$ cat src/rtl/pixeltyper_pkg.sv
// Shared constants, FSM encoding and glyph-row helper for the text pixel renderers.
package pixeltyper_pkg;

  localparam int CELL_W     = 5;
  localparam int CELL_H     = 5;
  localparam int GLYPH_W    = 4;
  localparam int GLYPH_BITS = 20;
  localparam int NUM_CHARS  = 32;
  localparam int SCREEN_W   = 160;
  localparam int SCREEN_H   = 120;

  typedef enum logic [2:0] {
    IDLE,
    FETCH,
    LATCH,
    DRAW,
    DONE
  } state_t;

  // Row r of a glyph word lives in bits [19-4r:16-4r], MSB is the leftmost column.
  function automatic logic [3:0] glyph_row(input logic [GLYPH_BITS-1:0] bmp,
                                           input logic [2:0] row);
    case (row)
      3'd0:    return bmp[19:16];
      3'd1:    return bmp[15:12];
      3'd2:    return bmp[11:8];
      3'd3:    return bmp[7:4];
      default: return bmp[3:0];
    endcase
  endfunction

endpackage

$ cat src/rtl/text_row_renderer_glyph_rom.sv
// Combinational 4x5 hex-digit font: one 4-bit code in, one 20-bit row-major bitmap out.
module glyph_rom
  import pixeltyper_pkg::*;
(
  input  logic [3:0]            code_i,
  output logic [GLYPH_BITS-1:0] bitmap_o
);

  always_comb begin
    bitmap_o = '0;
    case (code_i)
      4'h0: bitmap_o = 20'hF999F;
      4'h1: bitmap_o = 20'h26227;
      4'h2: bitmap_o = 20'hF1F8F;
      4'h3: bitmap_o = 20'hF171F;
      4'h4: bitmap_o = 20'h99F11;
      4'h5: bitmap_o = 20'hF8F1F;
      4'h6: bitmap_o = 20'hF8F9F;
      4'h7: bitmap_o = 20'hF1244;
      4'h8: bitmap_o = 20'hF9F9F;
      4'h9: bitmap_o = 20'hF9F1F;
      4'hA: bitmap_o = 20'h69F99;
      4'hB: bitmap_o = 20'hE9E9E;
      4'hC: bitmap_o = 20'hF888F;
      4'hD: bitmap_o = 20'hE999E;
      4'hE: bitmap_o = 20'hF8E8F;
      4'hF: bitmap_o = 20'hF8E88;
      default: bitmap_o = '0;
    endcase
  end

endmodule

$ cat src/rtl/text_row_renderer.sv
// Walks the 32-entry character buffer and streams 5x5 glyph cells as pixel plots to the VGA adapter.
module text_row_renderer
  import pixeltyper_pkg::*;
#(
  parameter logic [7:0] X0        = 8'd0,
  parameter logic [6:0] Y0        = 7'd10,
  parameter logic [2:0] FG_COLOUR = 3'b111,
  parameter logic [2:0] BG_COLOUR = 3'b000
) (
  input  logic       clk,
  input  logic       resetn,
  input  logic       start,
  input  logic [5:0] char_count,
  input  logic [4:0] cursor_pos,
  input  logic       cursor_en,
  output logic [4:0] ram_address,
  input  logic [3:0] ram_q,
  output logic [7:0] x,
  output logic [6:0] y,
  output logic [2:0] colour,
  output logic       plot,
  output logic       busy,
  output logic       done
);

  state_t state_q, state_d;
  logic [4:0] idx_q, idx_d;
  logic [2:0] row_q, row_d;
  logic [2:0] col_q, col_d;
  logic [3:0] code_q, code_d;
  logic [5:0] cnt_q, cnt_d;
  logic [4:0] cur_pos_q, cur_pos_d;
  logic       cur_en_q, cur_en_d;
  logic [7:0] x_q;
  logic [6:0] y_q;
  logic [2:0] colour_q;
  logic       plot_q;

  logic [GLYPH_BITS-1:0] bitmap;
  logic [3:0] row_bits;
  logic       pixel_on;
  logic       cursor_hit;
  logic [2:0] fg, bg;
  logic [7:0] pix_x;
  logic [6:0] pix_y;

  always_comb begin
    state_d   = state_q;
    idx_d     = idx_q;
    row_d     = row_q;
    col_d     = col_q;
    code_d    = code_q;
    cnt_d     = cnt_q;
    cur_pos_d = cur_pos_q;
    cur_en_d  = cur_en_q;
    case (state_q)
      IDLE: begin
        if (start) begin
          cnt_d     = (char_count > 6'(NUM_CHARS)) ? 6'(NUM_CHARS) : char_count;
          cur_pos_d = cursor_pos;
          cur_en_d  = cursor_en;
          idx_d     = '0;
          state_d   = FETCH;
        end
      end
      FETCH: state_d = LATCH;
      LATCH: begin
        code_d  = ram_q;
        row_d   = '0;
        col_d   = '0;
        state_d = DRAW;
      end
      DRAW: begin
        if (col_q == 3'(CELL_W - 1)) begin
          col_d = '0;
          if (row_q == 3'(CELL_H - 1)) begin
            if (idx_q == 5'(NUM_CHARS - 1)) begin
              state_d = DONE;
            end else begin
              idx_d   = idx_q + 5'd1;
              state_d = FETCH;
            end
          end else begin
            row_d = row_q + 3'd1;
          end
        end else begin
          col_d = col_q + 3'd1;
        end
      end
      DONE:    state_d = IDLE;
      default: state_d = IDLE;
    endcase
  end

  // The pixel for the coming cycle is built from next-state values so the
  // first plot of a cell can use the code arriving on ram_q during LATCH.
  glyph_rom u_glyph_rom (
    .code_i   (code_d),
    .bitmap_o (bitmap)
  );

  always_comb begin
    row_bits   = glyph_row(bitmap, row_d);
    pixel_on   = (col_d < 3'(GLYPH_W)) && ({1'b0, idx_d} < cnt_q) && row_bits[2'd3 - col_d[1:0]];
    cursor_hit = cur_en_q && (idx_d == cur_pos_q);
    fg         = cursor_hit ? BG_COLOUR : FG_COLOUR;
    bg         = cursor_hit ? FG_COLOUR : BG_COLOUR;
    pix_x      = X0 + 8'(idx_d) * 8'(CELL_W) + 8'(col_d);
    pix_y      = Y0 + 7'(row_d);
  end

  always_ff @(posedge clk or negedge resetn) begin
    if (!resetn) begin
      state_q   <= IDLE;
      idx_q     <= '0;
      row_q     <= '0;
      col_q     <= '0;
      code_q    <= '0;
      cnt_q     <= '0;
      cur_pos_q <= '0;
      cur_en_q  <= 1'b0;
      x_q       <= '0;
      y_q       <= '0;
      colour_q  <= '0;
      plot_q    <= 1'b0;
    end else begin
      state_q   <= state_d;
      idx_q     <= idx_d;
      row_q     <= row_d;
      col_q     <= col_d;
      code_q    <= code_d;
      cnt_q     <= cnt_d;
      cur_pos_q <= cur_pos_d;
      cur_en_q  <= cur_en_d;
      plot_q    <= (state_d == DRAW);
      if (state_d == DRAW) begin
        x_q      <= pix_x;
        y_q      <= pix_y;
        colour_q <= pixel_on ? fg : bg;
      end
    end
  end

  assign ram_address = idx_q;
  assign x           = x_q;
  assign y           = y_q;
  assign colour      = colour_q;
  assign plot        = plot_q;
  assign busy        = (state_q == FETCH) || (state_q == LATCH) || (state_q == DRAW);
  assign done        = (state_q == DONE);

endmodule

$ cat config.mk
export PLATFORM = sky130hd
export DESIGN_NAME = text_row_renderer
export DESIGN_NICKNAME = d
export VERILOG_FILES = /design/src/rtl/pixeltyper_pkg.sv /design/src/rtl/text_row_renderer_glyph_rom.sv /design/src/rtl/text_row_renderer.sv
export SDC_FILE = /design/constraint.sdc
export NUM_CORES = 1
export LEC_CHECK = 0
export BUFFER_PORTS_ARGS = -buffer_cell sky130_fd_sc_hd__buf_2
export CORE_MARGIN = 4
export CORE_UTILIZATION = 59
export DETAILED_ROUTE_END_ITERATION = 12
export PLACE_DENSITY_LB_ADDON = 0.1
export SLEW_MARGIN = 20
export SYNTH_ARGS = -nofsm -noshare
export SYNTH_HDL_FRONTEND = slang
export SYNTH_SLANG_ARGS = --single-unit
$ cat constraint.sdc
create_clock -name clk -period 4.7 [get_ports clk]
set_clock_uncertainty 0.2 [all_clocks]
set_input_delay 0.47 -clock clk [delete_from_list [all_inputs] [get_ports clk]]
set_output_delay 0.47 -clock clk [all_outputs]
set_load 0.005 [all_outputs]
==> metrics.csv, run 1 <==
stage,metric,value,unit
setup_path,arrival,3.98,ns
timing,finalSetupViolations,0,
setup_path,critPathMaxFanout,16,
run_status,violations,hold timing,
synth,synth_cell_types,76,
floorplanning,die_area,7040,um2
synth,ys_ff_latch,45,
timing,fmax,0.249,GHz
setup_path,path_buf_inv,0,
layout,design_area,3710,um2
pwr,power_frac_clock,11.9,%
global_route,grt_max_degree,46,
pwr,p_sw_share,45.4,%
floorplanning,num_rows,27,
place,place_ws,0.670,ns
synth,dominantRegCellSynth,dfrtp_1,
timing,holdWs,-0.0457,ns
floorplanning,die_y,83.9,um
cts,cts_root_buf,clkbuf_8,
timing,drv_slew,0,
setup_path,criticalPathCategory,flop to flop,
layout,layoutNonFillerInstCount,489,
drt,drc,0,
synth,yosysMostFrequentCell,nand2_1,
timing,slew_headroom,59.8,%
timing,fin_tns_setup,0,ns
layout,fillers,474,
synth,ys_async_sr_fraction,100,%
cts,cts_tree,done,
synth,yosysSeqAreaShare,33.1,%
synth,synth_common_cells,"nand2_1 (67), dfrtp_1 (45), ha_1 (33), inv_1 (20)",
floorplanning,core_area,5540,um2
setup_path,path_delay_family,adder cells,
layout,drive_gt1_share,17.3,%
floorplanning,start_util,61.4,%
synth,syn_area,3400,um2
cts,htreeDepth,2,
floorplanning,die_w,83.9,um
drt,drtIter0Drc,263,
timing,period_minus_slack,4.02,ns
cts,worstSkewPairLatency,0.30,ns
drt,num_vias,2932,
timing,final.period_utilization,85.5,%
global_route,grt_usage,22.9,%
global_route,grt.overflow.total,0,
synth,netlist_top_cells_area,"dfrtp_1 (33%), ha_1 (12%), nand2_1 (7.4%)",
synth,netlist_instances,386,
place,dpl_cell_area,3600,um2
timing,setup_ws,0.683,ns
timing,rsz0062_at_grt,false,
place,placedCellCount,482,
drt,antenna_left,0,
setup_path,cp.required,4.66,ns
pwr,ir_drop,0.000587,V
layout,syn2layout_area_growth,9.09,%
pwr,total_power,2.47,mW
synth,ys_warn_count,0,
pwr,sequentialPowerShare,26.1,%
setup_path,critPathLaunchType,flop,
setup_path,crit_chain,or4b_1 > nand2_1 > mux2i_1 > ha_1 > ha_1 > ha_1 > a21o_1 > a21o_1 > a21o_1 > a21oi_1 > xor2_1 > o21ai_0,
timing,worst_slew_pin_slew,0.586,ns
place,routabilityCongestion,1.04,
drt,drt_pass1_iterations,5,
pwr,p_leak,1.82,nW
global_route,grt_pass1_vias,2801,
run,maxCapViolations,0,
synth,yosysTopAreaCell,dfrtp_1,
cts,cts_buffers,5,
timing,final_hold_viol_count,45,
cts,cts.hold.buffers_added,0,
drt,avgViaCountPerCell,6.00,
cts,cts.sinks,45,
drt,wirelength,7920,um
layout,layout.nets,470,
layout,n_antenna_cell,0,
cts,path_clk_slew,0.09,ns
setup_path,slowest_delay,0.79,ns
run_status,status,"finished, violations left",
pwr,power_switching,1.12,mW
setup_path,crit_path_end_kind,flop,
global_route,grt_pass1_wl,13500,um
synth,synth-edff-count,0,
worst_hold_path,min_path_type,input port to async pin,
pwr,combPwrFrac,62.0,%
cts,post_cts_resized,0,
floorplanning,ios,45,
setup_path,slowest_stage,or4b_1,
global_route,antenna_found_initial,0,
synth,yosys.area.top_type_share,33.1,%
pwr,p_int,1.35,mW
cts,clockBufferDepth,2,
place,place_hpwl,5860,um
place,port_buffers,42,
cts,cts_setup_buffers,0,
pwr,power_density,665,nW/um2
drt,wire_per_inst,16.2,um
synth,synth_area_per_cell,8.81,um2
==> path summary, 6_finish.rpt <==
path | slack, ns | startpoint | endpoint | cells after the start
worst max-delay path | 0.68 | state_q[0] | x[6] | 12
worst min-delay path | -0.05 | resetn | cnt_q[4] | 1
worst max register to register | 0.68 | state_q[0] | x[6] | 12
worst min register to register | 0.28 | y[4] | y[4] | 2
max in group asynchronous | 3.96 | resetn | code_q[1] | 1
min in group clk | 0.16 | cursor_pos[3] | cur_pos_q[3] | 3
==> power groups by stage <==
stage / logic, mW / registers (mW) / clock network [mW]
finish: 1.53 / 0.642 / 0.294
detailed placement: 1.50 / 0.645 / 0
CTS: 1.51 / 0.641 / 0.306
global route: 1.71 / 0.665 / 0.320
global placement: 1.48 / 0.643 / 0
floorplan: 1.15 / 0.618 / 0
==> cell usage in the layout, fill, tap and decap left out, types with 3 or more instances in the layout <==
| cell | count |
|---|---|
| dfrtp_1 | 45 |
| buf_4 | 6 |
| or4_1 | 3 |
| nand4_1 | 4 |
| nand3b_1 | 6 |
| nor2_1 | 19 |
| and3b_1 | 3 |
| ha_1 | 33 |
| inv_1 | 20 |
| buf_2 | 41 |
| nand2_1 | 67 |
| and3_1 | 3 |
| a31oi_1 | 4 |
| and2_1 | 5 |
| a21o_1 | 7 |
| nand3_1 | 8 |
| nand2b_1 | 7 |
| mux2i_1 | 9 |
| o22ai_1 | 3 |
| a21oi_1 | 9 |
| nor3_1 | 10 |
| clkbuf_8 | 5 |
| a211oi_1 | 5 |
| or3_1 | 3 |
| o21ai_1 | 4 |
| o21ai_0 | 19 |
| xor2_1 | 5 |
==> metrics by stage <==
stage          utilization, %  hold WS [ns]
6_report                 66.9       -0.0457
3_3_place_gp             65.0         0.257
2_1_floorplan               -       -0.0256
4_1_cts                  66.9         0.145
5_1_grt                  66.9       0.00185
3_5_place_dp             65.0         0.258
==> logic make-up (layout without fill, tap and decap cells) <==
group           Yosys count  count (layout)  share of synthesized area [%]
simple gates            159             159                           24.9
mux                      14              14                           4.56
fa+ha+maj                34              34                           12.7
buf+inv                  48              78                           6.88
xor+xnor                  7               7                           1.80
compound gates           78              78                           15.9
other cells               1               2                          0.110
flops                    45              45                           33.1
==> registers in the layout, summed over array words and instances (netlist names) <==
signal / cells
cnt_q: 6
cur_pos_q: 5
row_q: 3
code_q: 4
x: 8
col_q: 3
state_q: 3
colour: 1
y: 5
plot: 1
ram_address: 5
cur_en_q: 1
==> area by class of cell <==
| class | instances | area [um2] | area share, % |
|---|---|---|---|
| multi-input cells | 294 | 2040 | 55.1 |
| clock inverters | 2 | 38.8 | 1.05 |
| repair buffers | 47 | 250 | 6.75 |
| inverters | 24 | 91.3 | 2.46 |
| well taps | 72 | 90.1 | 2.43 |
| flip-flops and latches | 45 | 1130 | 30.4 |
| clock buffers | 5 | 68.8 | 1.86 |
==> layer usage <==
layer,vias to the layer above,part of all wire (%),track usage [%]
li1,1425,-,-
met1,1368,48,34.4
met2,129,44,34.3
met3,10,7.0,3.65
met4,0,0.95,5.70
met5,-,0,0
No activity file was read; power rests on OpenSTA's default activity.
==> run 2, diff against run 1 <==
--- a/config.mk
+++ b/config.mk
@@ -5,9 +5,10 @@
 export SDC_FILE = /design/constraint.sdc
 export NUM_CORES = 1
 export LEC_CHECK = 0
+export ABC_AREA = 1
 export BUFFER_PORTS_ARGS = -buffer_cell sky130_fd_sc_hd__buf_2
 export CORE_MARGIN = 4
-export CORE_UTILIZATION = 59
+export CORE_UTILIZATION = 58
 export DETAILED_ROUTE_END_ITERATION = 12
 export PLACE_DENSITY_LB_ADDON = 0.1
 export SLEW_MARGIN = 20
==> metrics.csv, run 2 <==
stage,metric,value,unit,change
layout,multi_input_area,1790,um2,was 2040 um2
timing,rsz0062_at_grt,false,,unchanged
setup_path,crit_path_end_kind,flop,,unchanged
setup_path,cp.required,4.72,ns,was 4.66 ns
place,routabilityCongestion,0.918,,was 1.04
setup_path,timing.rr.end,x[6],,unchanged
synth,ys_async_sr_fraction,100,%,unchanged
run,maxCapViolations,0,,unchanged
cts,post_cts_resized,0,,unchanged
timing,fin_tns_setup,0,ns,unchanged
setup_path,critPathLaunchType,flop,,unchanged
drt,wire_per_inst,13.5,um,was 16.2 um
synth,netlist_top_cells_area,"dfrtp_1 (35%), nand2_1 (14%), ha_1 (13%)",,"was dfrtp_1 (33%), ha_1 (12%), nand2_1 (7.4%)"
cts,cts_setup_buffers,0,,unchanged
synth,ys_warn_count,0,,unchanged
pwr,ir_drop,0.000222,V,was 0.000587 V
place,place_hpwl,5620,um,was 5860 um
synth,ys_ff_latch,45,,unchanged
layout,layoutNonFillerInstCount,544,,was 489
global_route,grt_pass1_wl,12400,um,"was 13,500 um"
floorplanning,die_area,6750,um2,was 7040 um2
synth,synth_cell_types,37,,was 76
synth,yosysTopAreaCell,dfrtp_1,,unchanged
layout,final_cell_mix,"nand2_1 (121), inv_1 (54), nand3_1 (51)",,"was nand2_1 (67), dfrtp_1 (45), buf_2 (41)"
floorplanning,num_rows,26,,was 27
cts,cts.hold.buffers_added,0,,unchanged
timing,worst_slew_pin_slew,0.674,ns,was 0.586 ns
cts,htreeDepth,2,,unchanged
global_route,grt.overflow.total,0,,unchanged
setup_path,arrival,3.79,ns,was 3.98 ns
timing,slew_headroom,54.6,%,was 59.8%
drt,num_vias,2996,,"was 2,932"
synth,yosysSeqAreaShare,35.3,%,was 33.1%
timing,finalSetupViolations,0,,unchanged
worst_hold_path,min_path_type,input port to async pin,,unchanged
setup_path,criticalPathCategory,flop to flop,,unchanged
setup_path,r2r_start,state_q[2],,was state_q[0]
place,dpl_cell_area,3440,um2,was 3600 um2
cts,cts_tree,done,,unchanged
global_route,grt_usage,23.7,%,was 22.9%
setup_path,r2r_slack,0.93,ns,was 0.68 ns
synth,synth_area_per_cell,7.40,um2,was 8.81 um2
layout,finish.utilization,68.4,%,was 66.9%
synth,dominantRegCellSynth,dfrtp_1,,unchanged
synth,syn_area,3190,um2,was 3400 um2
run_status,violations,hold timing,,unchanged
drt,drt_pass1_iterations,5,,unchanged
synth,netlist_instances,431,,was 386
timing,holdWs,-0.0327,ns,was -0.0457 ns
pwr,total_power,745,uW,was 2.47 mW
pwr,p_leak,1.92,nW,was 1.82 nW
cts,cts.sinks,45,,unchanged
setup_path,critPathMaxFanout,8,,was 16
drt,avgViaCountPerCell,5.51,,was 6.00
global_route,grt_pass1_vias,2783,,"was 2,801"
cts,clockBufferDepth,2,,unchanged
layout,drive_gt1_share,14.1,%,was 17.3%
synth,synth_common_cells,"nand2_1 (121), inv_1 (54), nand3_1 (51), dfrtp_1 (45), ha_1 (33)",,"was nand2_1 (67), dfrtp_1 (45), ha_1 (33), inv_1 (20)"
cts,cts_root_buf,clkbuf_8,,unchanged
global_route,antenna_found_initial,0,,unchanged
floorplanning,start_util,61.3,%,was 61.4%
timing,drv_slew,0,,unchanged
layout,syn2layout_area_growth,11.6,%,was 9.09%
layout,design_area,3560,um2,was 3710 um2
layout,n_antenna_cell,0,,unchanged
layout,layout.nets,526,,was 470
timing,fmax,0.265,GHz,was 0.249 GHz
place,port_buffers,42,,unchanged
pwr,power_density,209,nW/um2,was 665 nW/um2
synth,yosys.area.top_type_share,35.3,%,was 33.1%
drt,antenna_left,0,,unchanged
layout,fillers,467,,was 474
floorplanning,ios,45,,unchanged
drt,drtIter0Drc,268,,was 263
timing,final_hold_viol_count,45,,unchanged
place,placedCellCount,536,,was 482
timing,final.period_utilization,80.2,%,was 85.5%
drt,wirelength,7330,um,was 7920 um
timing,period_minus_slack,3.77,ns,was 4.02 ns
global_route,grt_max_degree,46,,unchanged
layout,largest_reg_flops,8,,unchanged
floorplanning,core_area,5200,um2,was 5540 um2
synth,yosysMostFrequentCell,nand2_1,,unchanged
layout,seq_area,1130,um2,unchanged
floorplanning,die_w,82.2,um,was 83.9 um
cts,path_clk_slew,0.08,ns,was 0.09 ns
synth,synth-edff-count,0,,unchanged
layout,final_common_cell,nand2_1,,unchanged
cts,worstSkewPairLatency,0.29,ns,was 0.30 ns
setup_path,reg2reg_depth,15,,was 12
run_status,status,"finished, violations left",,unchanged
drt,drc,0,,unchanged
floorplanning,die_y,82.2,um,was 83.9 um
cts,cts_buffers,5,,unchanged
run 2: worst max-delay path by stage:
stage                      end        from  slack [ns]  cells past startpoint
after detailed placement  x[6]  state_q[2]        0.94                     15
after CTS                 x[6]  state_q[2]        0.91                     15
after global placement    x[6]  state_q[2]        1.10                     17
final                     x[6]  state_q[2]        0.93                     15
after floorplan           x[6]    col_q[0]        1.38                     19
after global routing      x[6]    col_q[0]        0.59                     18
run 2: power by group:
group | switching (mW) | internal, mW
logic | 0.0362 | 0.0180
clock network | 0.127 | 0.173
registers | 0.00128 | 0.389
run 2: stage by stage:
step,hold slack [ns],worst slack [ns]
global route,0.0194,0.587
CTS,0.163,0.913
global placement,0.261,1.10
finish,-0.0327,0.931
detailed placement,0.266,0.943
floorplan,-0.0256,1.38
run 2: per-layer routing:
layer | vias up | share of wire, % | GRT usage, %
met3 | 7 | 6.6 | 3.80
met5 | - | 0 | 0
met4 | 0 | 1.0 | 5.65
li1 | 1488 | - | -
met2 | 96 | 45 | 39.0
met1 | 1405 | 47 | 32.8
run 2: worst max-delay path, cell delays in order (launching register included):
cell     delay (ns)
dfrtp_1        0.43
inv_1          0.13
nand3_1        0.31
nand2_1        0.17
o21ai_0        0.58
ha_1           0.36
ha_1           0.32
ha_1           0.21
a21oi_1        0.13
inv_1          0.05
a31oi_1        0.24
nor2_1         0.06
o21ai_0        0.16
nand2_1        0.08
xnor2_1        0.12
o21ai_0        0.14
run 2: kinds of logic after synthesis:
family | after synthesis | share of synthesized area, %
AND/OR/NAND/NOR | 224 | 30.4
buffers and inverters | 66 | 8.63
AO/OA/AOI/OAI | 53 | 9.84
flip-flops | 45 | 35.3
adder cells (fa/ha/maj) | 34 | 13.6
XOR/XNOR | 8 | 2.20
other | 1 | 0.118
run 2: cell type report:
cell class / count / share of cell area (%)
timing repair buffer: 44 / 6.39
sequential: 45 / 31.6
clock buffer: 7 / 2.42
multi-input combinational: 321 / 50.4
tap: 70 / 2.46
inverter: 56 / 5.90
clock inverter: 1 / 0.843
